==> config.mk <==
export PLATFORM = sky130hd
export DESIGN_NAME = drlp_dma_responder
export DESIGN_NICKNAME = d
export VERILOG_FILES = /design/src/rtl/drlp_dma_pkg.sv /design/src/rtl/drlp_dma_rq_fifo.sv /design/src/rtl/drlp_dma_responder.sv
export SDC_FILE = /design/constraint.sdc
export NUM_CORES = 1
export LEC_CHECK = 0
export CAP_MARGIN = 5
export CORE_ASPECT_RATIO = 1.4
export CORE_UTILIZATION = 35
export CTS_CLUSTER_DIAMETER = 150
export CTS_CLUSTER_SIZE = 10
export DETAILED_ROUTE_END_ITERATION = 7
export GPL_TIMING_DRIVEN = 0
export PLACE_DENSITY = 0.58
export RECOVER_POWER = 25
export SLEW_MARGIN = 0
export SYNTH_ARGS = -nofsm -noshare
export SYNTH_HDL_FRONTEND = slang
export SYNTH_SLANG_ARGS = --single-unit
==> constraint.sdc <==
create_clock -name i_clk -period 15.85 [get_ports i_clk]
set_clock_uncertainty 0.1 [all_clocks]
set_input_delay 1.585 -clock i_clk [delete_from_list [all_inputs] [get_ports i_clk]]
set_output_delay 1.585 -clock i_clk [all_outputs]
set_load 0.005 [all_outputs]
==> src/rtl/drlp_dma_pkg.sv <==
// Shared types for the DRLP DMA responder: write-path FSM states and
// the arbiter side encoding used by the memory-port round-robin.
package drlp_dma_pkg;

  typedef enum logic [1:0] {
    WS_IDLE = 2'd0,
    WS_PEND = 2'd1,
    WS_ACK  = 2'd2
  } wstate_e;

  typedef enum logic {
    ARB_RD = 1'b0,
    ARB_WR = 1'b1
  } arb_side_e;

endpackage

==> src/rtl/drlp_dma_rq_fifo.sv <==
// Synchronous read-request FIFO; accepts a push on a full FIFO when a pop
// happens in the same cycle.
module drlp_dma_rq_fifo #(
  parameter int DATA_W = 32,
  parameter int DEPTH  = 8
) (
  input  logic              i_clk,
  input  logic              i_rst_n,
  input  logic              push,
  input  logic [DATA_W-1:0] push_data,
  input  logic              pop,
  output logic [DATA_W-1:0] pop_data,
  output logic              full,
  output logic              empty
);

  localparam int PW = $clog2(DEPTH);

  logic [DATA_W-1:0] mem [DEPTH];
  logic [PW:0]       wr_ptr;
  logic [PW:0]       rd_ptr;
  logic              do_push;
  logic              do_pop;

  // Extra pointer MSB distinguishes full from empty when the indices match.
  assign empty    = (wr_ptr == rd_ptr);
  assign full     = (wr_ptr[PW] != rd_ptr[PW]) && (wr_ptr[PW-1:0] == rd_ptr[PW-1:0]);
  assign do_pop   = pop && !empty;
  assign do_push  = push && (!full || do_pop);
  assign pop_data = mem[rd_ptr[PW-1:0]];

  always_ff @(posedge i_clk or negedge i_rst_n) begin
    if (!i_rst_n) begin
      wr_ptr <= '0;
      rd_ptr <= '0;
    end else begin
      if (do_push) wr_ptr <= wr_ptr + (PW+1)'(1);
      if (do_pop)  rd_ptr <= rd_ptr + (PW+1)'(1);
    end
  end

  always_ff @(posedge i_clk) begin
    if (do_push) mem[wr_ptr[PW-1:0]] <= push_data;
  end

endmodule

==> src/rtl/drlp_dma_responder.sv <==
// Memory-side responder for the DRLP DMA master: queues reads, buffers one
// write, and serialises both onto a registered valid/ready memory port.
module drlp_dma_responder
  import drlp_dma_pkg::*;
#(
  parameter int DMA_ADDR_WIDTH = 32,
  parameter int DMA_DATA_WIDTH = 32,
  parameter int RQ_DEPTH       = 8,
  parameter int MAX_OUTST      = 8
) (
  input  logic                      i_clk,
  input  logic                      i_rst_n,
  input  logic                      i_dma_rd_en,
  input  logic [DMA_ADDR_WIDTH-1:0] i_dma_rd_addr,
  input  logic                      i_dma_wr_en,
  input  logic [DMA_ADDR_WIDTH-1:0] i_dma_wr_addr,
  input  logic [DMA_DATA_WIDTH-1:0] i_dma_wr_data,
  output logic [DMA_DATA_WIDTH-1:0] o_dma_rd_data,
  output logic                      o_dma_rd_ready,
  output logic                      o_hand_shaked,
  output logic                      o_mem_req_v,
  output logic                      o_mem_req_we,
  output logic [DMA_ADDR_WIDTH-1:0] o_mem_req_addr,
  output logic [DMA_DATA_WIDTH-1:0] o_mem_req_data,
  input  logic                      i_mem_req_ready,
  input  logic                      i_mem_rsp_v,
  input  logic [DMA_DATA_WIDTH-1:0] i_mem_rsp_data,
  output logic                      o_err_ovf
);

  localparam int OW = $clog2(MAX_OUTST + 1);

  wstate_e                   wstate;
  wstate_e                   wstate_nxt;
  arb_side_e                 last_side;
  logic [DMA_ADDR_WIDTH-1:0] wbuf_addr;
  logic [DMA_DATA_WIDTH-1:0] wbuf_data;
  logic [OW-1:0]             outst;
  logic [OW:0]               rd_inflight;
  logic [DMA_ADDR_WIDTH-1:0] rq_head;
  logic                      rq_full;
  logic                      rq_empty;
  logic                      rq_pop;
  logic                      mem_acc;
  logic                      slot_free;
  logic                      rd_cand;
  logic                      wr_cand;
  logic                      grant_rd;
  logic                      grant_wr;

  drlp_dma_rq_fifo #(
    .DATA_W (DMA_ADDR_WIDTH),
    .DEPTH  (RQ_DEPTH)
  ) u_rq_fifo (
    .i_clk     (i_clk),
    .i_rst_n   (i_rst_n),
    .push      (i_dma_rd_en),
    .push_data (i_dma_rd_addr),
    .pop       (rq_pop),
    .pop_data  (rq_head),
    .full      (rq_full),
    .empty     (rq_empty)
  );

  // A read sitting in the request register counts against the cap, so the
  // memory never sees more than MAX_OUTST unanswered reads.
  assign mem_acc     = o_mem_req_v && i_mem_req_ready;
  assign slot_free   = !o_mem_req_v || mem_acc;
  assign rd_inflight = {1'b0, outst} + (OW+1)'(o_mem_req_v && !o_mem_req_we);
  assign rd_cand     = !rq_empty && (rd_inflight < (OW+1)'(MAX_OUTST));
  assign wr_cand     = (wstate == WS_PEND) && !(o_mem_req_v && o_mem_req_we);
  assign grant_rd    = slot_free && rd_cand && (!wr_cand || last_side == ARB_WR);
  assign grant_wr    = slot_free && wr_cand && (!rd_cand || last_side == ARB_RD);
  assign rq_pop      = grant_rd;

  always_comb begin
    wstate_nxt    = wstate;
    o_hand_shaked = 1'b0;
    unique case (wstate)
      WS_IDLE: if (i_dma_wr_en) wstate_nxt = WS_PEND;
      WS_PEND: if (mem_acc && o_mem_req_we) wstate_nxt = WS_ACK;
      WS_ACK: begin
        o_hand_shaked = 1'b1;
        wstate_nxt    = WS_IDLE;
      end
      default: wstate_nxt = WS_IDLE;
    endcase
  end

  always_ff @(posedge i_clk or negedge i_rst_n) begin
    if (!i_rst_n) begin
      wstate    <= WS_IDLE;
      last_side <= ARB_RD;
      outst     <= '0;
      o_err_ovf <= 1'b0;
    end else begin
      wstate <= wstate_nxt;
      if (grant_rd) last_side <= ARB_RD;
      if (grant_wr) last_side <= ARB_WR;
      if (i_dma_rd_en && rq_full && !rq_pop) o_err_ovf <= 1'b1;
      // A response arriving with nothing outstanding is not counted.
      unique case ({mem_acc && !o_mem_req_we, i_mem_rsp_v && (outst != '0)})
        2'b10:   outst <= outst + OW'(1);
        2'b01:   outst <= outst - OW'(1);
        default: outst <= outst;
      endcase
    end
  end

  always_ff @(posedge i_clk) begin
    if (wstate == WS_IDLE && i_dma_wr_en) begin
      wbuf_addr <= i_dma_wr_addr;
      wbuf_data <= i_dma_wr_data;
    end
  end

  // Request register: loads only when empty or being accepted, so a
  // presented request stays frozen until the memory takes it.
  always_ff @(posedge i_clk or negedge i_rst_n) begin
    if (!i_rst_n) begin
      o_mem_req_v    <= 1'b0;
      o_mem_req_we   <= 1'b0;
      o_mem_req_addr <= '0;
      o_mem_req_data <= '0;
    end else if (grant_rd) begin
      o_mem_req_v    <= 1'b1;
      o_mem_req_we   <= 1'b0;
      o_mem_req_addr <= rq_head;
    end else if (grant_wr) begin
      o_mem_req_v    <= 1'b1;
      o_mem_req_we   <= 1'b1;
      o_mem_req_addr <= wbuf_addr;
      o_mem_req_data <= wbuf_data;
    end else if (mem_acc) begin
      o_mem_req_v    <= 1'b0;
    end
  end

  always_ff @(posedge i_clk or negedge i_rst_n) begin
    if (!i_rst_n) begin
      o_dma_rd_ready <= 1'b0;
      o_dma_rd_data  <= '0;
    end else begin
      o_dma_rd_ready <= i_mem_rsp_v;
      if (i_mem_rsp_v) o_dma_rd_data <= i_mem_rsp_data;
    end
  end

endmodule

==> impl_metrics.py, run 1 <==
metrics = {
    "worst_setup_path": {
        "path_max_fanout": 66,
        "regToRegStartpoint": "u_rq_fifo.rd_ptr[0]",
        "crit_chain": "clkbuf_1, clkbuf_1",
        "crit_arrival_ns": 6.52,
        "cpPeakStageDelay_ns": 2.76,
        "critical_path_required_ns": 15.82,
        "critPathCaptureType": "async pin",
        "path_delay_family": "buffers and inverters",
        "rr_worst_depth": 8,
        "startpoint": "i_rst_n",
        "crit_path_top_delay_cell": "clkbuf_1",
        "crit_type": "input pin to async pin",
        "reg2reg_to": "u_rq_fifo.mem[4][16]",
        "crit_top_cell": "clkbuf_1",
        "cp.depth": 2,
        "rrSetupSlack_ns": 12.83,
        "start_kind": "input pin",
        "cp-endpoint": "o_mem_req_data[7]",
        "worstPathBufferInverterCount": 2,
    },
    "floorplan": {
        "die_y_um": 258,
        "ioPinCount": 235,
        "core.rowCount": 93,
        "core_sq_mm": 0.0461,
        "start_util_pct": 35.5,
        "die_w_um": 185,
        "dieArea_sq_mm": 0.0477,
    },
    "global_routing": {
        "grt_first_pass_wirelength_mm": 55.9,
        "grt.overflow.total": 0,
        "grt_start_max_net_pins": 67,
        "antenna_found_initial": 9,
        "grt_pass1_vias": 9240,
        "grt_usage_pct": 15.7,
    },
    "synthesis": {
        "ys_top_cells_by_count": "edfxtp_1 (320), dfrtp_1 (115), mux4_2 (64)",
        "yosys_most_used_dff": "edfxtp_1",
        "avgSynthCellArea_sq_um": 20.2,
        "synthArstFlopShare_pct": 26.4,
        "yosysSeqAreaShare_pct": 76.3,
        "synth_nets": 952,
        "synthCells": 812,
        "yosys-top-cells-area": "edfxtp_1 (59%), dfrtp_1 (18%), mux4_2 (8.8%)",
        "yosysMostFrequentCell": "edfxtp_1",
        "synth_area_leader_cell": "edfxtp_1",
        "netlist.area_leader.share_pct": 58.7,
        "netlist_area_sq_mm": 0.0164,
        "yosysWarnings": 0,
        "synth_edf_count": 320,
        "yosys.cell_types.count": 39,
        "ys_ff_latch": 435,
    },
    "place": {
        "gp_congestion": 0.686,
        "hpwl_mm": 25.0,
        "port_buffers": 234,
    },
    "drt": {
        "drt_pass1_iterations": 4,
        "wl_met1_mm": 15.0,
        "topRoutingLayerUsed": "met5",
        "drcViolationCount": 0,
        "ant_nets": 0,
        "wl_mm": 37.1,
        "dr_total_vias": 8708,
        "route.met2.wl_mm": 19.1,
        "wire_per_inst_um": 20.7,
        "routed_via_density": 4.87,
        "met3WireLength_mm": 2.07,
        "drt_iter0_markers": 479,
    },
    "sta": {
        "tns_ns": 0,
        "fmax_mhz": 153,
        "setup_viol_count_final": 0,
        "relSlewSlack_pct": -166,
        "hold_viol": 0,
        "rsz0062_at_grt": "no",
        "period_share_pct": 41.3,
        "tightest_slew_ns": 3.99,
        "fin_crit_ns": 6.55,
        "final_max_slew_viol_count": 118,
    },
    "clock_network": {
        "cts_hold_buf": 0,
        "clkTransAtPathRegs_ns": 0.06,
        "cts_made_buffers": 49,
        "cts.sinks": 435,
        "cts_resized": 0,
        "cts_setup_buffers": 0,
        "root_buffer": "clkbuf_16",
        "clockBufferDepth": 3,
        "insertion_delay_ns": 0.57,
        "htree_levels": 2,
        "cts_tree": "done",
    },
    "pwr": {
        "ir_worst_vdd_mv": 0.0883,
        "leakagePower_nw": 7.40,
        "finalPower_w": 0.00392,
        "pwr_density_cell_mw_per_mm2": 184,
    },
    "layout": {
        "multi_input_area_sq_mm": 0.00368,
        "fillCellCount": 3995,
        "layout-drive-gt1-share_pct": 21.3,
        "area_delta_synth_final_pct": 30.3,
        "fin_nets": 1270,
        "seq_area_sq_mm": 0.0125,
    },
    "hold_path": {
        "hold_class": "register to register",
    },
    "job": {
        "cap_violations": 2,
    },
    "status": {
        "violations": "capacitance limit, slew limit",
        "outcome": "finished with violations",
    },
}
-- cells in the final DEF (no fill, tap or decap), types with 32 or more instances in the layout --
| cell | count |
|---|---|
| dfrtp_1 | 115 |
| a21oi_1 | 34 |
| mux2i_1 | 34 |
| nor2b_1 | 33 |
| a211oi_1 | 32 |
| mux4_2 | 64 |
| dlygate4sd3_1 | 81 |
| mux2_2 | 60 |
| edfxtp_1 | 320 |
| clkbuf_16 | 50 |
| clkdlybuf4s50_1 | 152 |
| clkbuf_1 | 55 |
-- through the flow --
step	area (sq um)	utilization [%]	hold WS [ns]	worst slack, ns	cells
floorplan	16400	-	0.332	8.96	812
global placement	19500	42.3	0.343	4.44	1663
detailed placement	19900	43.3	0.363	11.16	1696
CTS	21400	46.4	0.378	11.74	1784
global route	21300	46.3	0.382	8.02	1786
finish	21300	46.3	0.373	9.30	1787
-- where the power goes --
group	leakage, nW	total [W]	switching [W]	internal (W)
registers	4.25	0.00159	0.0000964	0.00149
clock network	0.674	0.00102	0.000435	0.000590
logic	2.48	0.00131	0.000639	0.000669
-- how the worst min path moves through the flow --
stage                        startpoint                 end  slack (ns)  cells past startpoint
after floorplan               wstate[1]           wstate[0]        0.33                      1
after global placement        wstate[1]           wstate[0]        0.34                      1
after detailed placement   wbuf_data[2]   o_mem_req_data[2]        0.36                      1
after CTS                 wbuf_data[16]  o_mem_req_data[16]        0.38                      1
after global routing      wbuf_data[19]  o_mem_req_data[19]        0.38                      1
final                     wbuf_data[19]  o_mem_req_data[19]        0.37                      1
-- metal layers --
layer  GRT usage [%]  vias to the layer above
li1                -                     3853
met1            19.1                     4531
met2            27.6                      251
met3            3.00                       69
met4            5.12                        4
met5               0                        -
-- logic make-up (layout without fill, tap and decap cells) --
kind of cell,after synthesis,in the layout,share of synthesized area [%]
flip-flops,435,435,76.3
multiplexers,164,164,15.6
AO/OA/AOI/OAI,76,76,2.96
AND/OR/NAND/NOR,68,68,2.42
buffers and inverters,49,404,1.54
XOR/XNOR,14,14,0.749
adder cells (fa/ha/maj),6,6,0.504
other,0,3,0
-- state kept, by name, summed over array words and instances (netlist names), 2 cells and up --
| name | flops |
|---|---|
| wbuf_addr | 32 |
| outst | 4 |
| wstate | 2 |
| o_dma_rd_data | 32 |
| wbuf_data | 32 |
| o_mem_req_addr | 32 |
| u_rq_fifo.mem | 256 |
| u_rq_fifo.rd_ptr | 4 |
| u_rq_fifo.wr_ptr | 4 |
| o_mem_req_data | 32 |
-- cell type report --
class | count | area share, %
flip-flops and latches | 435 | 58.5
inverters | 6 | 0.106
diodes | 3 | 0.0352
multi-input cells | 328 | 17.3
repair buffers | 267 | 12.7
clock inverters | 3 | 0.205
clock buffers | 85 | 6.48
plain buffers | 43 | 1.08
well taps | 617 | 3.62
-- worst reg2reg max path, stage by stage (launching register included) --
cell	delay [ns]
dfrtp_1	0.38
clkbuf_1	0.16
xnor2_1	0.16
and4_1	0.23
o21ai_0	0.17
nand3_1	0.30
nor3_2	0.75
buf_6	0.28
buf_6	0.19
Power figures use the tool's default switching activity.
==> run 2: changes to the inputs <==
- clock period: 15.85 -> 6.1 ns (I/O delays scaled with it)
==> run 2 against run 1 <==
Compared with the run above: cell count about the same; setup slack got worse by 6.4 ns; the run now ends clean; non-clock buffer count increased by 1; largest power group unchanged; critical path type is now input pin to register.
==> impl_metrics.py, run 2 (synthesis results as in run 1) <==
metrics = {
    "place": {
        "dp.cells": 1696,
        "port_buffers": 234,
        "gp_congestion": 0.686,
        "hpwl_mm": 25.0,
    },
    "worst_setup_path": {
        "critPathCaptureType": "register",
        "critical_path_required_ns": 6.27,
        "path_delay_family": "simple AND/OR/NAND/NOR gates",
        "crit_chain": "dlygate4sd3_1, nand2b_1, o21ai_0, o21ai_0, nand3_1, nor3_2, buf_6, buf_6",
        "rrSetupSlack_ns": 3.07,
        "crit_arrival_ns": 3.39,
        "crit_path_top_delay_cell": "nor3_2",
        "path_max_fanout": 9,
        "crit_type": "input pin to register",
        "cpPeakStageDelay_ns": 0.75,
        "start_kind": "input pin",
        "worstPathBufferInverterCount": 3,
    },
    "drt": {
        "drt_pass1_iterations": 5,
        "wire_per_inst_um": 20.8,
        "routed_via_density": 4.88,
        "wl_mm": 37.1,
        "dr_total_vias": 8720,
        "drt_iter0_markers": 400,
        "ant_nets": 0,
        "drcViolationCount": 0,
    },
    "floorplan": {
        "dieArea_sq_mm": 0.0477,
        "core.rowCount": 93,
        "ioPinCount": 235,
        "core_sq_mm": 0.0461,
        "die_y_um": 258,
        "start_util_pct": 35.5,
        "die_w_um": 185,
    },
    "pwr": {
        "leakagePower_nw": 7.42,
        "switching_share_pct": 29.9,
        "power.internal_w": 0.00714,
        "pwr_density_cell_mw_per_mm2": 476,
        "combPwrFrac_pct": 33.4,
        "switchingPower_w": 0.00304,
        "p_seq_share_pct": 40.5,
        "clkPwrFrac_pct": 26.2,
        "ir_worst_vdd_mv": 0.229,
    },
    "global_routing": {
        "grt_first_pass_wirelength_mm": 55.9,
        "grtUsageMet1_pct": 19.1,
        "grt_start_max_net_pins": 67,
        "grt_usage_pct": 15.7,
        "grt.overflow.total": 0,
        "grt_pass1_vias": 9269,
        "grt_util_met2_pct": 27.7,
        "antenna_found_initial": 10,
        "grt-busiest-layer": "met2",
        "use_met3_pct": 3.00,
    },
    "clock_network": {
        "clkTransAtPathRegs_ns": 0.06,
        "cts.sinks": 435,
        "clockBufferDepth": 3,
        "root_buffer": "clkbuf_16",
        "cts_tree": "done",
        "insertion_delay_ns": 0.57,
        "cts_resized": 0,
        "cts_made_buffers": 49,
        "htree_levels": 2,
    },
    "job": {
        "cap_violations": 0,
    },
    "sta": {
        "hold_viol": 0,
        "final_max_slew_viol_count": 0,
        "rsz0062_at_grt": "no",
        "fmax_mhz": 311,
        "relSlewSlack_pct": 35.3,
        "tightest_slew_ns": 0.966,
        "period_share_pct": 52.6,
        "fin_crit_ns": 3.21,
        "setup_viol_count_final": 0,
    },
    "layout": {
        "largest_register_ffs": 256,
        "final_util_pct": 46.4,
        "fin_nets": 1271,
        "mostFrequentLayoutCells": "edfxtp_1 (320), clkdlybuf4s50_1 (143), dfrtp_1 (115), dlygate4sd3_1 (91), mux4_2 (64)",
        "area_delta_synth_final_pct": 30.6,
        "layout-drive-gt1-share_pct": 21.4,
        "final_cells": 1788,
        "layout_commonest_cell": "edfxtp_1",
    },
    "status": {
        "outcome": "finished clean",
    },
    "hold_path": {
        "hold_class": "register to register",
    },
}
[run 2: cell count changes in the layout (fill, tap and decap cells not counted), sizes merged]
cell           delta
clkbuf            -2
buf               +2
dlygate4sd3      +10
clkdlybuf4s50     -9
[run 2: worst paths after layout]
| path | depth (start not counted) | end | from |
|---|---|---|---|
| worst max-delay path | 8 | u_rq_fifo.mem[4][16] | i_mem_req_ready |
| worst min-delay path | 1 | o_mem_req_data[19] | wbuf_data[19] |
| worst max register to register | 8 | u_rq_fifo.mem[4][16] | u_rq_fifo.rd_ptr[0] |
| worst min register to register | 1 | o_mem_req_data[19] | wbuf_data[19] |
| max in group asynchronous | 3 | o_mem_req_addr[3] | i_rst_n |
| min in group asynchronous | 2 | o_dma_rd_data[15] | i_rst_n |
[run 2: repair_timing]
action                    4_1_cts  5_1_grt
hold endpoints to repair       11        0
hold buffers                    1        0
buffers inserted                0        0
[run 2: stage by stage]
| stage | instance area (sq um) | hold WS [ns] | setup slack, ns | total power, W | setup TNS [ns] |
|---|---|---|---|---|---|
| 2_1_floorplan | 16400 | 0.214 | 0.181 | 0.00616 | 0 |
| 3_3_place_gp | 19500 | 0.343 | -4.33 | 0.00756 | -654.59 |
| 3_5_place_dp | 19900 | 0.363 | 2.39 | 0.00769 | 0 |
| 4_1_cts | 21400 | 0.378 | 2.96 | 0.0104 | 0 |
| 5_1_grt | 21400 | 0.382 | 2.76 | 0.0107 | 0 |
| 6_report | 21400 | 0.372 | 2.89 | 0.0102 | 0 |
[run 2: routing by layer]
| metal | wire [um] | vias up |
|---|---|---|
| li1 | - | 3854 |
| met1 | 15100 | 4525 |
| met2 | 19000 | 264 |
| met3 | 2040 | 73 |
| met4 | 935 | 4 |
| met5 | 22 | - |
[run 2: cell type report]
cell class              instances  area, sq um
plain buffers                  43          230
multi-input cells             328         3680
inverters                       6         22.5
repair buffers                268         2750
flip-flops and latches        435        12500
clock buffers                  85         1380
diodes                          3         7.51
clock inverters                 3         43.8
fillers                      3988        24700
well taps                     617          772
[run 2: power by group through the flow]
stage / clock network [W] / logic (W) / registers (W)
after detailed placement: 0 / 0.00350 / 0.00418
final: 0.00266 / 0.00340 / 0.00412
after CTS: 0.00273 / 0.00351 / 0.00413
after floorplan: 0 / 0.00198 / 0.00418
after global routing: 0.00283 / 0.00369 / 0.00419
after global placement: 0 / 0.00333 / 0.00423
